### src/rtl/fetch_unit.sv
// fetch_unit -- MIPS instruction-fetch stage.
//
// Holds the PC, reads one instruction word at a time from instruction memory
// over a req/ack handshake, presents it on inst to the decoder, and computes
// the next PC from the jump/branch/zero results returned for that instruction.
// Counts retired instructions.
//
// Ports:
//   clk         clock, all state updates on the rising edge
//   rst_n       synchronous active-low reset
//   imemReq     fetch request to instruction memory
//   imemAddr    word-aligned byte address being fetched
//   imemAck     memory data valid on imemData this cycle
//   imemData    instruction word from memory
//   inst        instruction register (to decoder)
//   instValid   inst is live in execute
//   pc          address of inst
//   branch      decoder: inst is beq
//   jump        decoder: inst is j
//   zero        ALU zero flag for inst
//   stall       hold the current instruction in execute
//   instrCount  retired-instruction counter, wraps mod 2^32
module fetch_unit #(
  parameter logic [31:0] RESET_PC = 32'h0000_0000
) (
  input  logic        clk,
  input  logic        rst_n,
  output logic        imemReq,
  output logic [31:0] imemAddr,
  input  logic        imemAck,
  input  logic [31:0] imemData,
  output logic [31:0] inst,
  output logic        instValid,
  output logic [31:0] pc,
  input  logic        branch,
  input  logic        jump,
  input  logic        zero,
  input  logic        stall,
  output logic [31:0] instrCount
);

  localparam logic [31:0] PC_INIT = {RESET_PC[31:2], 2'b00};

  typedef enum logic {
    ST_FETCH,
    ST_EXEC
  } state_t;

  state_t      r_state;
  state_t      w_state_next;
  logic [31:0] r_pc;
  logic [31:0] r_inst;
  logic [31:0] r_count;
  logic        r_valid;

  logic        w_capture;
  logic        w_retire;
  logic [31:0] w_pc_plus4;
  logic [31:0] w_br_offset;
  logic [31:0] w_next_pc;

  // Next-state and handshake decode
  always_comb begin
    w_state_next = r_state;
    w_capture    = 1'b0;
    w_retire     = 1'b0;
    case (r_state)
      ST_FETCH: begin
        if (imemAck) begin
          w_capture    = 1'b1;
          w_state_next = ST_EXEC;
        end
      end
      ST_EXEC: begin
        if (!stall) begin
          w_retire     = 1'b1;
          w_state_next = ST_FETCH;
        end
      end
      default: w_state_next = ST_FETCH;
    endcase
  end

  // Next-PC selection; jump takes priority over a taken branch
  assign w_pc_plus4  = r_pc + 32'd4;
  assign w_br_offset = {{14{r_inst[15]}}, r_inst[15:0], 2'b00};

  always_comb begin
    w_next_pc = w_pc_plus4;
    if (jump) begin
      w_next_pc = {w_pc_plus4[31:28], r_inst[25:0], 2'b00};
    end else if (branch && zero) begin
      w_next_pc = w_pc_plus4 + w_br_offset;
    end
  end

  always_ff @(posedge clk) begin
    if (!rst_n) begin
      r_state <= ST_FETCH;
      r_pc    <= PC_INIT;
      r_inst  <= '0;
      r_valid <= 1'b0;
      r_count <= '0;
    end else begin
      r_state <= w_state_next;
      if (w_capture) begin
        r_inst  <= imemData;
        r_valid <= 1'b1;
      end
      if (w_retire) begin
        r_pc    <= w_next_pc;
        r_count <= r_count + 32'd1;
        r_valid <= 1'b0;
      end
    end
  end

  // Request is gated by rst_n so memory sees no request during a reset cycle,
  // even when reset lands while a fetch is outstanding.
  assign imemReq    = rst_n && (r_state == ST_FETCH);
  assign imemAddr   = r_pc;
  assign inst       = r_inst;
  assign instValid  = r_valid;
  assign pc         = r_pc;
  assign instrCount = r_count;

endmodule
### config.mk
export PLATFORM = sky130hd
export DESIGN_NAME = fetch_unit
export DESIGN_NICKNAME = d
export VERILOG_FILES = /design/src/rtl/fetch_unit.sv
export SDC_FILE = /design/constraint.sdc
export NUM_CORES = 1
export LEC_CHECK = 0
export BUFFER_PORTS_ARGS = -buffer_cell sky130_fd_sc_hd__buf_4
export CAP_MARGIN = 20
export CORE_ASPECT_RATIO = 1.2
export CORE_UTILIZATION = 35
export DETAILED_ROUTE_END_ITERATION = 8
export PLACE_DENSITY = 0.56
export SYNTH_ARGS = -nofsm -noshare
export SYNTH_HDL_FRONTEND = slang
export SYNTH_SLANG_ARGS = --single-unit
### constraint.sdc
create_clock -name clk -period 6.1 [get_ports clk]
set_input_delay 0.305 -clock clk [delete_from_list [all_inputs] [get_ports clk]]
set_output_delay 0.305 -clock clk [all_outputs]
set_load 0.1 [all_outputs]
Yosys cells after proc, flatten, opt, wreduce, memory -nomap -nowiden
Cells that the tools add are included.
{"block": "totals", "ff_bits": 98, "word_cells": 21, "out_inout_bits": 130, "inputBits": 39}
{"block": "classes", "reduce_logical": 3, "muxes": 8, "addsub": 3, "bitwise": 2}
{"cell": "$mux W32", "count": 2}
{"cell": "$add A32 B1 Y32 const B", "count": 1}
{"cell": "$add A32 B3 Y32 const B", "count": 1}
{"cell": "$add A32 B32 Y32", "count": 1}
{"cell": "$mux W1", "count": 5}
{"cell": "$logic_and A1 B1 Y1", "count": 2}
{"cell": "$not A1 Y1", "count": 2}
{"cell": "$pmux W1 S2", "count": 1}
{"cell": "$reduce_or A2 Y1", "count": 1}

Longest topological paths before layout
{"block": "logic_depth", "word_depth": 4, "depth_mapped": 20, "depth_no_buf": 19}

Least setup slack after synthesis
Ideal clock, no wire load.
{"block": "synth_timing", "path_kind": "flip-flop to flip-flop", "startpoint": "register r_pc[10] (netlist: imemAddr[10])", "endpoint": "register r_pc[31] (netlist: imemAddr[31])", "n_path_buf": 1, "stages_incl_launch_ff": 20, "period_less_slack_ns": 4.573, "required_ns": 6.030, "path_slack_ns": 1.527, "arrival_time_ns": 4.503, "setup_ns": 0.070, "cell_sequence": "dfxtp_1 nand3_1 or3_1 or2_2 inv_1 nand2_1 xnor2_1 ha_1 clkbuf_2 a21oi_1 o21ai_0 nor3b_2 nand3b_2 a311oi_4 o21ai_2 mux2i_1 a21oi_1 xor2_1 or3_1 a21boi_1"}
{"block": "synth_between", "elab_chain_cells": 4}
{"element": "from (decl)", "line": "51", "text": "logic [31:0] r_pc;"}
{"element": "from (signal assigned)", "line": "111", "text": "r_pc <= w_next_pc;"}
{"element": "$add A32 B3 Y32 *", "line": "85", "text": "assign w_pc_plus4 = r_pc + 32'd4;"}
{"element": "$add A32 B32 Y32", "line": "93", "text": "w_next_pc = w_pc_plus4 + w_br_offset;"}
{"element": "$mux W32", "line": "92", "text": "end else if (branch && zero) begin"}
{"element": "$mux W32 *", "line": "90", "text": "if (jump) begin"}
Mark *: on every way between the ends. The rest lies on a longest branch, timed or not.
A chain may end at the register's enable or synchronous reset.

Worst setup path after layout
{"block": "layout_timing", "startpoint": "register r_pc[4] (netlist: imemAddr[4])", "endpoint": "register r_pc[31] (netlist: imemAddr[31])"}
The elaborated chain is that of the path after synthesis.

==> out/metrics.yaml <==
global_routing:
  antenna_found_initial: 0
  grt_pass1_wl_mm: 32.26
  grt_usage: 0.2131
  grt_max_degree: 54
  grt_overflow: 0
  grt_pass1_vias: 5904
timing:
  worstMarginPinSlew_ns: 0.8468
  slew_violations: 0
  setup_viol: 0
  fin_crit_sh: 0.6888
  fmax_ghz: 0.2380
  relSlewSlack: 0.4355
  rsz0062_at_grt: "no"
  fin_tns_setup_ns: 0
  final.min_clock_period_ns: 4.202
  hold_viol_final: 0
  skew_ns: 0.009213
setup_path:
  worstPathRequired_ns: 6.39
  slowest_delay_ns: 0.48
  crit_type: "reg -> reg"
  crit_slowest_cell: "dfxtp_1"
  start_kind: "flip-flop"
  crit_chain: "and4_1, and3_2, nand2_1, or2_2, inv_1, nand2_1, xnor2_1, ha_1, nand4_1, nor2_1, nand4_1, nand3b_2, a311oi_4, o21ai_2, mux2i_1, a21oi_1, xor2_1, or3_1, a21boi_1"
  cp_top_family: "simple AND/OR/NAND/NOR gates"
  path_max_fanout: 8
  crit_buf_inv: 1
  end_kind: "flip-flop"
  cp.arrival_ns: 4.49
logic_synthesis:
  synth-seq-area-share: 0.2888
  synth-seq-cells: 96
  synthArstFlopShare: 0
  synth_cell_type_count: 63
  ys_warn_count: 0
  postSynthAreaPerCell_um2: 7.764
  synthCells: 857
  ys.flop_type: "dfxtp_1"
  synth_edf_count: 0
  syn_area_um2: 6654
die:
  io_pins: 169
  fp.dieW_um: 127.9
  core_area_um2: 18380
  start_util: 0.3621
  num_rows: 54
  dieArea_um2: 19570
  die_h_um: 153.0
power_and_ir_drop:
  cellPowerDensity_nw_per_um2: 207.5
  total_power_mw: 1.691
  p_leak_nw: 3.677
  ir_drop_v: 0.0001294
clocking:
  cts.path.max_buffers: 2
  cts_root_buffer: "clkbuf_16"
  cts.htree.levels: 3
  post_cts_resized: 0
  postCtsHoldBufs: 0
  clk_pin_slew_ns: 0.07
  cts_tree: "built"
  post_cts_buffers: 0
  worstSkewPairLatency_ns: 0.36
  clkSinkCount: 96
  numCtsBuffers: 9
routing:
  route.top_layer_used: "met4"
  routed-wl-met3_um: 948
  vias: 6256
  drtPass1Iterations: 5
  ant_nets: 0
  dr_wl_met2_mm: 9.627
  drt_iter0_markers: 325
  routed_wl_mm: 20.80
  drc_errors: 0
  viasPerCell: 5.115
  wl_met1_mm: 9.683
  wl_per_cell_um: 17.01
finish:
  ff_latch_area_um2: 1922
  area_growth_pct: 22.45
  diodes: 0
  multi_input_area_um2: 4254
  final_nets: 1044
  nFillCells: 1952
  drive_gt1_frac: 0.2091
placed_design:
  dp.final_hpwl_mm: 15.20
  port_buffers: 164
  place.gp.congestion: 0.9299
job:
  max_cap_violations: 0
worst_hold_path:
  hold_path.class: "in -> reg"
run_status:
  status: "completed"
## stage by stage
step | util | hold WS (ns) | worst slack [ns] | instances | instance area [um^2]
after global placement | 0.4267 | 0.4538 | 2.094 | 1207 | 7843
final | 0.4434 | 0.1807 | 1.898 | 1223 | 8148
after floorplan | - | 0.4428 | 1.527 | 860 | 6665
after CTS | 0.4434 | 0.1716 | 1.935 | 1223 | 8148
after global routing | 0.4434 | 0.1736 | 1.661 | 1223 | 8148
after detailed placement | 0.4267 | 0.4578 | 1.996 | 1207 | 7843
## Yosys cell counts, drive strengths merged (11+ instances only)
cell type | instances | area [um^2]
a21boi | 43 | 322.8
a21o | 20 | 150.1
a21oi | 40 | 204.0
and2 | 39 | 244.0
and3 | 17 | 107.6
buf | 40 | 290.3
clkbuf | 36 | 136.4
dfxtp | 96 | 1922
ha | 38 | 475.5
inv | 17 | 63.81
nand2 | 148 | 555.5
nand3 | 40 | 200.2
nand4 | 11 | 68.82
nor2 | 36 | 137.6
nor3 | 12 | 60.06
o211ai | 13 | 97.59
o21ai | 47 | 239.0
xnor2 | 49 | 429.2
xor2 | 27 | 236.5
## cell families (layout without fill, tap and decap cells)
family | Yosys count | count (layout) | share of synthesized area
AOI/OAI and AO/OA | 208 | 208 | 0.2108
xor gates and xnor gates | 76 | 76 | 0.1000
adders and majority gates | 39 | 39 | 0.07446
buffers and inverters | 94 | 205 | 0.07427
DFF | 96 | 96 | 0.2888
muxes | 3 | 3 | 0.004701
other | 1 | 4 | 0.0005636
and+or+nand+nor | 340 | 340 | 0.2463
## cell usage in the layout, fill, tap and decap left out, drive strengths merged, types with 10 or more instances in the layout
cell type    n
and3        17
buf        171
nand3       40
o21ai       47
a21oi       40
nor3        12
nand4       11
inv         18
nor2        36
dfxtp       96
xor2        27
and2        39
clkbuf      10
ha          38
a21o        20
a21boi      43
o211ai      13
nand2      148
xnor2       49
## path summary, 6_finish.rpt
kind,from,to,slack [ns],cells past startpoint
worst max-delay path,imemAddr[4],imemAddr[31],1.90,19
worst min-delay path,imemAck,r_state,0.18,2
worst max register to register,imemAddr[4],imemAddr[31],1.90,19
worst min register to register,inst[28],inst[28],0.46,2
## sequential cells by signal (all words and copies together), names as in the netlist
signal / flops
instrCount: 32
imemAddr: 30
instValid: 1
r_state: 1
inst: 32
## report_power, final
group | switching (mW) | total, mW | internal, mW
clock network | 0.272 | 0.603 | 0.331
logic | 0.311 | 0.413 | 0.102
registers | 0.0280 | 0.674 | 0.646
total | 0.611 | 1.69 | 1.08
## per-layer routing
| metal | vias up | GRT usage |
|---|---|---|
| li1 | 3157 | - |
| met5 | - | 0 |
| met2 | 180 | 0.3517 |
| met3 | 30 | 0.02555 |
| met1 | 2889 | 0.2758 |
| met4 | 0 | 0.09692 |
## layout make-up
type,instances,share of cell area
well taps,252,0.03870
flip-flops and latches,96,0.2359
clock buffers,10,0.02933
repair buffers,171,0.1576
inverters,18,0.008292
multi-input cells,670,0.5221
clock inverters,6,0.008139
(Power assumes the default switching activity.)
